**src/rtl/pr_ifid_skid_pkg.sv**
```systemverilog
// Shared MIPS32 fetch/decode constants and the IF/ID skid-buffer state type.
package pr_ifid_skid_pkg;

  localparam int unsigned ISA_DATA_W = 32;
  localparam int unsigned ISA_NUM_W  = 4;

  localparam logic [ISA_DATA_W-1:0] NOP_INST = 32'h0000_0000;

  localparam logic [ISA_NUM_W-1:0] INST_TYPE_ALU    = 4'h0;
  localparam logic [ISA_NUM_W-1:0] INST_TYPE_LOAD   = 4'h1;
  localparam logic [ISA_NUM_W-1:0] INST_TYPE_STORE  = 4'h2;
  localparam logic [ISA_NUM_W-1:0] INST_TYPE_BRANCH = 4'h3;
  localparam logic [ISA_NUM_W-1:0] INST_TYPE_JUMP   = 4'h4;
  localparam logic [ISA_NUM_W-1:0] INST_TYPE_NONE   = 4'hF;

  // Encoding is chosen so the state value equals the number of valid entries.
  typedef enum logic [1:0] {
    ST_EMPTY = 2'd0,
    ST_ONE   = 2'd1,
    ST_TWO   = 2'd2
  } ifid_state_t;

  function automatic logic [1:0] occ_of(input ifid_state_t s);
    return 2'(s);
  endfunction

endpackage

```
**src/rtl/pr_ifid_skid_slot.sv**
```systemverilog
// One IF/ID payload register set with a valid bit; clear returns it to a bubble.
module ifid_slot #(
  parameter int unsigned      W         = 8,
  parameter logic [W-1:0]     EMPTY_VAL = '0
) (
  input  logic         clock,
  input  logic         reset,
  input  logic         load,
  input  logic         clr,
  input  logic [W-1:0] d,
  output logic         valid,
  output logic [W-1:0] q
);

  always_ff @(posedge clock) begin
    if (!reset) begin
      valid <= 1'b0;
      q     <= EMPTY_VAL;
    end else if (clr) begin
      valid <= 1'b0;
      q     <= EMPTY_VAL;
    end else if (load) begin
      valid <= 1'b1;
      q     <= d;
    end
  end

endmodule

```
**src/rtl/pr_ifid_skid.sv**
```systemverilog
// IF/ID pipeline register: two-entry skid buffer with valid/ready handshake and branch flush.
module pr_ifid_skid
  import pr_ifid_skid_pkg::*;
#(
  parameter int unsigned DATA_W = 32,
  parameter int unsigned NUM_W  = 4,
  parameter int unsigned CNT_W  = 8
) (
  input  logic              clock,
  input  logic              reset,
  input  logic              in_valid,
  output logic              in_ready,
  input  logic [DATA_W-1:0] in_pc,
  input  logic [DATA_W-1:0] in_newpc,
  input  logic [DATA_W-1:0] in_inst,
  input  logic [NUM_W-1:0]  in_instnum,
  input  logic [NUM_W-1:0]  in_insttype,
  input  logic              flush,
  output logic              out_valid,
  input  logic              out_ready,
  output logic [DATA_W-1:0] out_pc,
  output logic [DATA_W-1:0] out_newpc,
  output logic [DATA_W-1:0] out_inst,
  output logic [NUM_W-1:0]  out_instnum,
  output logic [NUM_W-1:0]  out_insttype,
  output logic [1:0]        occupancy,
  output logic [CNT_W-1:0]  flush_count
);

  localparam int unsigned PAY_W = 3 * DATA_W + 2 * NUM_W;
  localparam logic [PAY_W-1:0] EMPTY_PAY = {DATA_W'(0), DATA_W'(0), DATA_W'(NOP_INST),
                                            NUM_W'(0), NUM_W'(INST_TYPE_NONE)};

  ifid_state_t      state, state_nxt;
  logic             accept, pop;
  logic             main_load, main_from_skid, main_clr;
  logic             skid_load, skid_clr, skid_valid;
  logic [PAY_W-1:0] in_pay, main_d, main_q, skid_q;
  logic [CNT_W:0]   fc_sum;

  assign accept = in_valid & in_ready;
  assign pop    = out_valid & out_ready;
  assign in_pay = {in_pc, in_newpc, in_inst, in_instnum, in_insttype};
  assign main_d = main_from_skid ? skid_q : in_pay;
  assign fc_sum = {1'b0, flush_count} + (CNT_W+1)'(occupancy);

  // Next-state and slot control; flush overrides any handshake.
  always_comb begin
    state_nxt      = state;
    main_load      = 1'b0;
    main_from_skid = 1'b0;
    main_clr       = 1'b0;
    skid_load      = 1'b0;
    skid_clr       = 1'b0;
    if (flush) begin
      state_nxt = ST_EMPTY;
      main_clr  = 1'b1;
      skid_clr  = 1'b1;
    end else begin
      case (state)
        ST_EMPTY: begin
          if (accept) begin
            main_load = 1'b1;
            state_nxt = ST_ONE;
          end
        end
        ST_ONE: begin
          if (pop && accept) begin
            main_load = 1'b1;
          end else if (pop) begin
            main_clr  = 1'b1;
            state_nxt = ST_EMPTY;
          end else if (accept) begin
            skid_load = 1'b1;
            state_nxt = ST_TWO;
          end
        end
        ST_TWO: begin
          if (pop) begin
            main_load      = 1'b1;
            main_from_skid = 1'b1;
            skid_clr       = 1'b1;
            state_nxt      = ST_ONE;
          end
        end
        default: state_nxt = ST_EMPTY;
      endcase
    end
  end

  always_ff @(posedge clock) begin
    if (!reset) begin
      state       <= ST_EMPTY;
      occupancy   <= 2'd0;
      flush_count <= '0;
    end else begin
      state     <= state_nxt;
      occupancy <= occ_of(state_nxt);
      if (flush) begin
        flush_count <= fc_sum[CNT_W] ? {CNT_W{1'b1}} : fc_sum[CNT_W-1:0];
      end
    end
  end

  ifid_slot #(.W(PAY_W), .EMPTY_VAL(EMPTY_PAY)) u_main (
    .clock (clock),
    .reset (reset),
    .load  (main_load),
    .clr   (main_clr),
    .d     (main_d),
    .valid (out_valid),
    .q     (main_q)
  );

  ifid_slot #(.W(PAY_W), .EMPTY_VAL(EMPTY_PAY)) u_skid (
    .clock (clock),
    .reset (reset),
    .load  (skid_load),
    .clr   (skid_clr),
    .d     (in_pay),
    .valid (skid_valid),
    .q     (skid_q)
  );

  // Main slot is cleared to a bubble whenever it empties, so it drives decode directly.
  assign {out_pc, out_newpc, out_inst, out_instnum, out_insttype} = main_q;
  assign in_ready = ~skid_valid;

endmodule

```
**config.mk**
```make
export PLATFORM = sky130hd
export DESIGN_NAME = pr_ifid_skid
export DESIGN_NICKNAME = d
export VERILOG_FILES = /design/src/rtl/pr_ifid_skid_pkg.sv /design/src/rtl/pr_ifid_skid_slot.sv /design/src/rtl/pr_ifid_skid.sv
export SDC_FILE = /design/constraint.sdc
export NUM_CORES = 1
export LEC_CHECK = 0
export CAP_MARGIN = 20
export CORE_MARGIN = 4
export CORE_UTILIZATION = 50
export CTS_CLUSTER_SIZE = 24
export DETAILED_ROUTE_END_ITERATION = 10
export PLACE_DENSITY_LB_ADDON = 0.3
export SETUP_SLACK_MARGIN = 0.15
export SYNTH_ARGS = -nofsm -noshare
export SYNTH_HDL_FRONTEND = slang
export SYNTH_HIERARCHICAL = 1
export SYNTH_SLANG_ARGS = --single-unit
```
**constraint.sdc**
```tcl
create_clock -name clock -period 2.05 [get_ports clock]
set_input_delay 0.41 -clock clock [delete_from_list [all_inputs] [get_ports clock]]
set_output_delay 0.41 -clock clock [all_outputs]
set_load 0.05 [all_outputs]
```
==> metrics.md, run 1 <==
| Metric | Value |
|---|---|
| Status | finished clean |
| Clk pwr share | 0.429 |
| Synth Area in Simple Gates | 0.1033 |
| Synth Area in Compound Gates | 0.01522 |
| Async S/R FF share, synth | 0 |
| Crit path from | state[0] |
| CTS Hold Bufs | 0 |
| Gr ovfl total | 0 |
| TritonCTS Buffers | 24 |
| RSZ-0062 raised after global routing | true |
| Nets | 1234 |
| Worst-Margin Slew | 0.5398 ns |
| Io pins | 225 |
| First-pass GRT wire length | 37200 µm |
| Distinct cells, synth | 38 |
| Ys Warns | 6 |
| P_sw | 2252 µW |
| Worst Slack Setup Final | 0.2008 ns |
| H-tree Lvls | 1 |
| Critical Path RT | 1.64 ns |
| Logic gate share of total power | 0.119 |
| Vias/cell | 5.044 |
| Pre-CTS WS | -0.3237 ns |
| Die Wd | 147.3 µm |
| Area delta synth->final | 36.59% |
| Grt met2 use | 0.3560 |
| Slew Viols, Final | 0 |
| Internal | 7430 µW |
| Core area | 18890 µm² |
| First-iteration detailed-routing DRC count | 214 |
| Met1 Use GR | 0.2567 |
| Hold depth | 2 |
| FF-to-FF path depth | 7 |
| Met3 Resource Use GR | 0.05213 |
| Maximum vdd drop | 570.6 µV |
| Hold_sp | u_skid/q[3] |
| Syn Area/Cell | 11.20 µm² |
| Via count | 7047 |
| CP arrival | 1.44 ns |
| Fmax | 540.8 MHz |
| Total power | 9682 µW |
| # DRC | 0 |
| EDFF count, synth | 0 |
| Hold endpoint | u_skid/q[3] |
| CP delay by family, top | buffers and inverters |
| Bufs on Longest Clock Path | 3 |
| Leakage power | 0.005369 µW |
| CTS clk-pin slew, worst paths | 0.06 ns |
| Sequential power share | 0.452 |
| Initial Util | 0.5133 |
| Fin crit share | 0.9021 |
| Crit path launch type | flop |
| Global route hottest layer | met2 |
| Synth Area in XOR/XNOR | 0 |
| Largest net degree at the start of global routing | 49 |
| Synth Cell Area | 9698 µm² |
| Syn Nets | 978 |
| CTS Root Buffer Type | clkbuf_16 |
| PwrDens | 730.9 nW/µm² |
| Switch share | 0.2326 |
| Dpl hpwl | 16030 µm |
| IO buf count | 224 |
| Critical path capture point type | output port |
| Slowest stage delay, CP | 0.54 ns |
| Hold slack final | 0.4747 ns |
| Worst-path maximum fanout | 9 |
| Hold Path Class | reg2reg |
| Clock latency on the worst-skew pair | 0.50 ns |
| Die ar. | 21690 µm² |
| Finish-stage setup viols | 0 |
| Synth Instances | 866 |
| GR Util All Layers | 0.2044 |
| Die span in y | 147.3 µm |
| Top_reg_cell synth | dfxtp_1 |
| Final worst clock skew | 0.009509 ns |
| Worst R2R Setup Slack | 0.23 ns |
| Vias in the first global route | 7326 |
| Final GP Congestion | 0.7825 |
| CTS tree | built |
| Max-Cap Viols | 0 |
| # rows | 50 |
| Crit-path cells | dlygate4sd2_1 |
| Clk sink count | 220 |
| Fin crit period | 1.849 ns |
| Mux contribution to synthesized area | 0.3597 |
| Ant diodes | 0 |
| Seq/Total Area, Yosys | 0.4541 |
| Reg-to-Reg End | u_main/q[62] |
| R2r startpoint | u_skid/valid |
| Routed Wire Length | 23180 µm |
| Detail Route Antenna Nets | 0 |
| Sum of buffers and inverters on the critical path | 1 |
| Yosys reg bits | 220 |
| Wirelength per Cell | 16.59 µm |
| Setup TNS | 0 ns |
| Largest family of logic cells by synthesized area | multiplexers |
| Layout cells sized above 1 | 0.1996 |
| WS Path Type | reg2out |
| First-pass DRT Iterations | 4 |
| Hold Fails Final Rpt | 0 |
| Max_slew headroom | 0.6415 |
| Antenna violations before repair | 0 |
| Synth Area in Adders | 0.004645 |
| Final Util | 0.7011 |
| Cell with the largest stage delay on the worst path | dlygate4sd2_1 |
-- area by class of cell --
cell class	instances	area (µm²)
multi-input cells	582	4745
repair buffers	288	2968
clock buffers	38	754.5
fillers	1449	5647
inverters	6	22.52
well taps	260	325.3
flip-flops and latches	220	4414
clock inverters	3	17.52
-- cell usage in the layout, fill, tap and decap left out, types with 2 or more instances in the layout --
cell type          n
a211oi_1           2
a21oi_1            6
a31oi_1            5
and2_1             2
buf_12            27
buf_4             37
clkbuf_1           5
clkbuf_16         28
clkbuf_2           2
clkbuf_8           8
clkdlybuf4s15_1    5
clkdlybuf4s50_1  108
clkinv_2           2
dfxtp_1          216
dfxtp_2            2
dfxtp_4            2
dlygate4sd2_1    104
ha_1               2
inv_1              6
mux2_2            44
mux2_4            60
mux2i_1          206
mux2i_2            2
nand2_1           13
nand2b_1           3
nand2b_4           2
nand3_1            3
nor2_1           204
nor2b_1            3
nor3_1             2
o21ai_0            3
-- logic make-up after synthesis --
family / count (synthesis)
flops: 220
mux: 313
compound gates: 23
buf+inv: 64
fa+ha+maj: 3
simple gates: 243
-- repair_timing --
| item | in CTS | in global routing |
|---|---|---|
| pin swaps | 0 | 1 |
| setup buffers | 0 | 4 |
| setup endpoints to repair | 113 | 203 |
| gates cloned | 0 | 3 |
| resized for setup | 117 | 19 |
| endpoints found under the hold margin | 0 | 0 |
-- Yosys cell counts, types with 3 or more instances --
library cell  instances  area share
dfxtp_1             220        0.45
buf_12               16       0.033
o21ai_0               4      0.0021
nor2_1              204       0.079
nor2b_1               3      0.0019
nand2b_1              5      0.0032
mux2_2               44       0.051
nand3_1               3      0.0015
nor3_1                3      0.0015
mux2i_1             209        0.22
buf_2                13      0.0067
a21oi_1               7      0.0036
mux2_4               60       0.093
inv_1                 6      0.0023
clkbuf_1              8      0.0031
buf_4                16       0.012
nand2_1              13      0.0050
a31oi_1               5      0.0032
buf_8                 3      0.0046
-- power groups by stage --
stage | sequential [µW] | clock, µW | combinational (µW)
2_1_floorplan | 4640 | 0 | 495
3_3_place_gp | 4470 | 0 | 1130
3_5_place_dp | 4470 | 0 | 1140
4_1_cts | 4380 | 4260 | 1120
5_1_grt | 4380 | 4450 | 1220
6_report | 4380 | 4150 | 1150
-- per-stage QoR --
stage	cells	area, µm²
6_report	1397	13250
2_1_floorplan	866	9703
5_1_grt	1397	13250
3_5_place_dp	1349	12460
3_3_place_gp	1349	12460
4_1_cts	1390	13100
-- worst max path at each step --
stage / endpoint / depth (start not counted)
2_1_floorplan: flush_count[6] / 6
3_3_place_gp: u_main/q[85] / 8
3_5_place_dp: u_main/q[79] / 8
4_1_cts: flush_count[3] / 1
5_1_grt: u_skid/q[72] / 8
6_report: occupancy[0] / 1
-- layer usage --
layer | vias up | wire [µm]
li1 | 3475 | -
met1 | 3353 | 10050
met2 | 187 | 11250
met3 | 32 | 1510
met4 | 0 | 365
met5 | - | 0
-- flip-flops by register name, summed over array words and instances (netlist names) --
register,flops
state,2
u_main/valid,1
u_skid/q,104
u_skid/valid,1
flush_count,8
u_main/q,104
Note: power is estimated with default switching activity, not from simulation.
==> run 2, diff against run 1 <==
CTS_CLUSTER_SIZE = default   (was 24)
==> metrics.md, run 2 (synthesized netlist as in run 1, its figures left out) <==
| Metric | Value |
|---|---|
| Status | finished clean (unchanged) |
| Total power | 9792 µW (was 9682 µW) |
| First-pass DRT Iterations | 4 (unchanged) |
| Internal | 7549 µW (was 7430 µW) |
| Sum of buffers and inverters on the critical path | 2 (was 1) |
| Ant diodes | 0 (unchanged) |
| Hold depth | 2 (unchanged) |
| Setup TNS | 0 ns (unchanged) |
| Vias in the first global route | 7344 (was 7326) |
| Crit-path cells | nand2b_1, or3_4, a21oi_4, buf_8, buf_12, mux2i_1, nor2_1 (was dlygate4sd2_1) |
| Clock latency on the worst-skew pair | 0.50 ns (about the same) |
| Switch share | 0.2290 (was 0.2326) |
| Fin crit period | 1.848 ns (was 1.849 ns) |
| Nets | 1232 (was 1234) |
| Filler instances | 1454 (was 1449) |
| CP delay by family, top | simple AND/OR/NAND/NOR gates (was buffers and inverters) |
| P_sw | 2243 µW (was 2252 µW) |
| CTS Hold Bufs | 0 (unchanged) |
| Die ar. | 21690 µm² (unchanged) |
| Vias/cell | 5.000 (was 5.044) |
| GR Util All Layers | 0.2048 (was 0.2044) |
| CP arrival | 2.24 ns (was 1.44 ns) |
| Largest net degree at the start of global routing | 49 (unchanged) |
| Top flop regs | u_main/q (104), u_skid/q (104), flush_count (8) (unchanged) |
| PwrDens | 741.1 nW/µm² (was 730.9 nW/µm²) |
| Antenna violations before repair | 0 (unchanged) |
| Area delta synth->final | 36.24% (was 36.59%) |
| Hold_sp | u_skid/q[2] (was u_skid/q[3]) |
| Cell with the largest stage delay on the worst path | or3_4 (was dlygate4sd2_1) |
| TritonCTS Buffers | 24 (unchanged) |
| Hold Fails Final Rpt | 0 (unchanged) |
| Worst-Margin Slew | 0.5423 ns (was 0.5398 ns) |
| Hold endpoint | u_skid/q[2] (was u_skid/q[3]) |
| Wirelength per Cell | 16.41 µm (was 16.59 µm) |
| Sequential power share | 0.447 (was 0.452) |
| Worst R2R Setup Slack | 0.20 ns (was 0.23 ns) |
| Logic gate share of total power | 0.116 (was 0.119) |
| Fin crit share | 0.9014 (was 0.9021) |
| Core area | 18890 µm² (unchanged) |
| R2r startpoint | u_skid/valid (unchanged) |
| WS Path Type | reg2reg (was reg2out) |
| Dpl hpwl | 16030 µm (unchanged) |
| Critical Path RT | 2.44 ns (was 1.64 ns) |
| Layout cells sized above 1 | 0.1981 (was 0.1996) |
| Crit path launch type | flop (unchanged) |
| First-iteration detailed-routing DRC count | 225 (was 214) |
| Finish-stage setup viols | 0 (unchanged) |
| CTS tree | built (unchanged) |
| Detail Route Antenna Nets | 0 (unchanged) |
| RSZ-0062 raised after global routing | true (unchanged) |
| Clk pwr share | 0.437 (was 0.429) |
| Fmax | 541.2 MHz (was 540.8 MHz) |
| Gr ovfl total | 0 (unchanged) |
| Routed Wire Length | 22910 µm (was 23180 µm) |
| Critical path capture point type | flop (was output port) |
| CTS clk-pin slew, worst paths | 0.06 ns (about the same) |
| Maximum vdd drop | 570.7 µV (was 570.6 µV) |
| Max-Cap Viols | 0 (unchanged) |
| Max_slew headroom | 0.6399 (was 0.6415) |
| Leakage power | 0.005363 µW (was 0.005369 µW) |
| H-tree Lvls | 1 (unchanged) |
| Die span in y | 147.3 µm (unchanged) |
| Final Cell Area | 13210 µm² (was 13250 µm²) |
| Cell Area, Placed | 12460 µm² (unchanged) |
| Final Util | 0.6993 (was 0.7011) |
| Slowest stage delay, CP | 0.35 ns (was 0.54 ns) |
| # rows | 50 (unchanged) |
| Hold Path Class | reg2reg (unchanged) |
| Io pins | 225 (unchanged) |
| # DRC | 0 (unchanged) |
| First-pass GRT wire length | 37290 µm (was 37200 µm) |
| Clk sink count | 220 (unchanged) |
| Most frequent cells in the layout | dfxtp_1 (216), mux2i_1 (206), nor2_1 (204) (unchanged) |
| Die Wd | 147.3 µm (unchanged) |
| Initial Util | 0.5133 (unchanged) |
| Final GP Congestion | 0.7825 (unchanged) |
| Via count | 6980 (was 7047) |
| Final worst clock skew | 0.009624 ns (was 0.009509 ns) |
| Most common cell after layout, fill and taps aside | dfxtp_1 (unchanged) |
| Slew Viols, Final | 0 (unchanged) |
| Reg-to-Reg End | u_main/q[79] (was u_main/q[62]) |
| CTS Root Buffer Type | clkbuf_16 (unchanged) |
| FF-to-FF path depth | 7 (unchanged) |
| Bufs on Longest Clock Path | 3 (unchanged) |
| Worst-path maximum fanout | 18 (was 9) |
| IO buf count | 224 (unchanged) |
[run 2: cell types whose count changed in the layout (fill, tap and decap cells not counted), sizes merged]
| cell | change |
|---|---|
| clkdlybuf4s15 | -1 |
| bufinv | +1 |
| clkinvlp | -1 |
| dlygate4sd2 | +1 |
| clkbuf | -1 |
[run 2: worst max-delay path by stage]
| stage | start | end | slack (ns) | cells past startpoint |
|---|---|---|---|---|
| 2_1_floorplan | state[0] | flush_count[6] | 0.16 | 6 |
| 3_3_place_gp | in_valid | u_main/q[85] | -0.26 | 8 |
| 3_5_place_dp | in_valid | u_main/q[79] | -0.32 | 8 |
| 4_1_cts | flush_count[3] | flush_count[3] | 0.10 | 1 |
| 5_1_grt | u_skid/valid | u_main/q[79] | 0.12 | 7 |
| 6_report | u_skid/valid | u_main/q[79] | 0.20 | 7 |
[run 2: area by class of cell]
class	count	area, µm²	share of cell area
well taps	260	325.3	0.02462
clock buffers	39	758.2	0.05739
flip-flops and latches	220	4414	0.3341
clock inverters	3	40.04	0.003030
repair buffers	286	2908	0.2201
inverters	6	22.52	0.001705
multi-input cells	582	4745	0.3591
[run 2: routing by layer]
metal  global-route usage  part of all wire
met1               0.2568              0.44
met2               0.3576              0.48
met3              0.05151             0.062
met4              0.04427             0.015
met5                    0                 0
[run 2: worst reg2reg max path, cell delays in order (launching register included)]
cell      delay (ns)
dfxtp_1         0.34
nand2b_1        0.17
or3_4           0.35
a21oi_4         0.21
buf_8           0.19
buf_12          0.19
mux2i_1         0.24
nor2_1          0.06
[run 2: repair_timing]
item	CTS	global route
resized for setup	117	16
endpoints found under the setup margin	114	203
gates cloned	0	1
pin swaps	0	1
buffers inserted	0	4
[run 2: per-stage QoR]
stage | std cells | hold slack [ns] | setup WS [ns]
final | 1396 | 0.4728 | 0.2022
after global routing | 1396 | 0.5022 | 0.1160
after CTS | 1391 | 0.4805 | 0.1021
after detailed placement | 1349 | 0.4608 | -0.3237
after global placement | 1349 | 0.4463 | -0.2639
after floorplan | 866 | 0.4345 | 0.1599
[run 2: power groups by stage]
stage,sequential [µW],clock (µW),combinational [µW]
6_report,4370,4280,1130
5_1_grt,4380,4580,1210
4_1_cts,4380,4380,1120
3_5_place_dp,4470,0,1140
3_3_place_gp,4470,0,1130
2_1_floorplan,4640,0,495
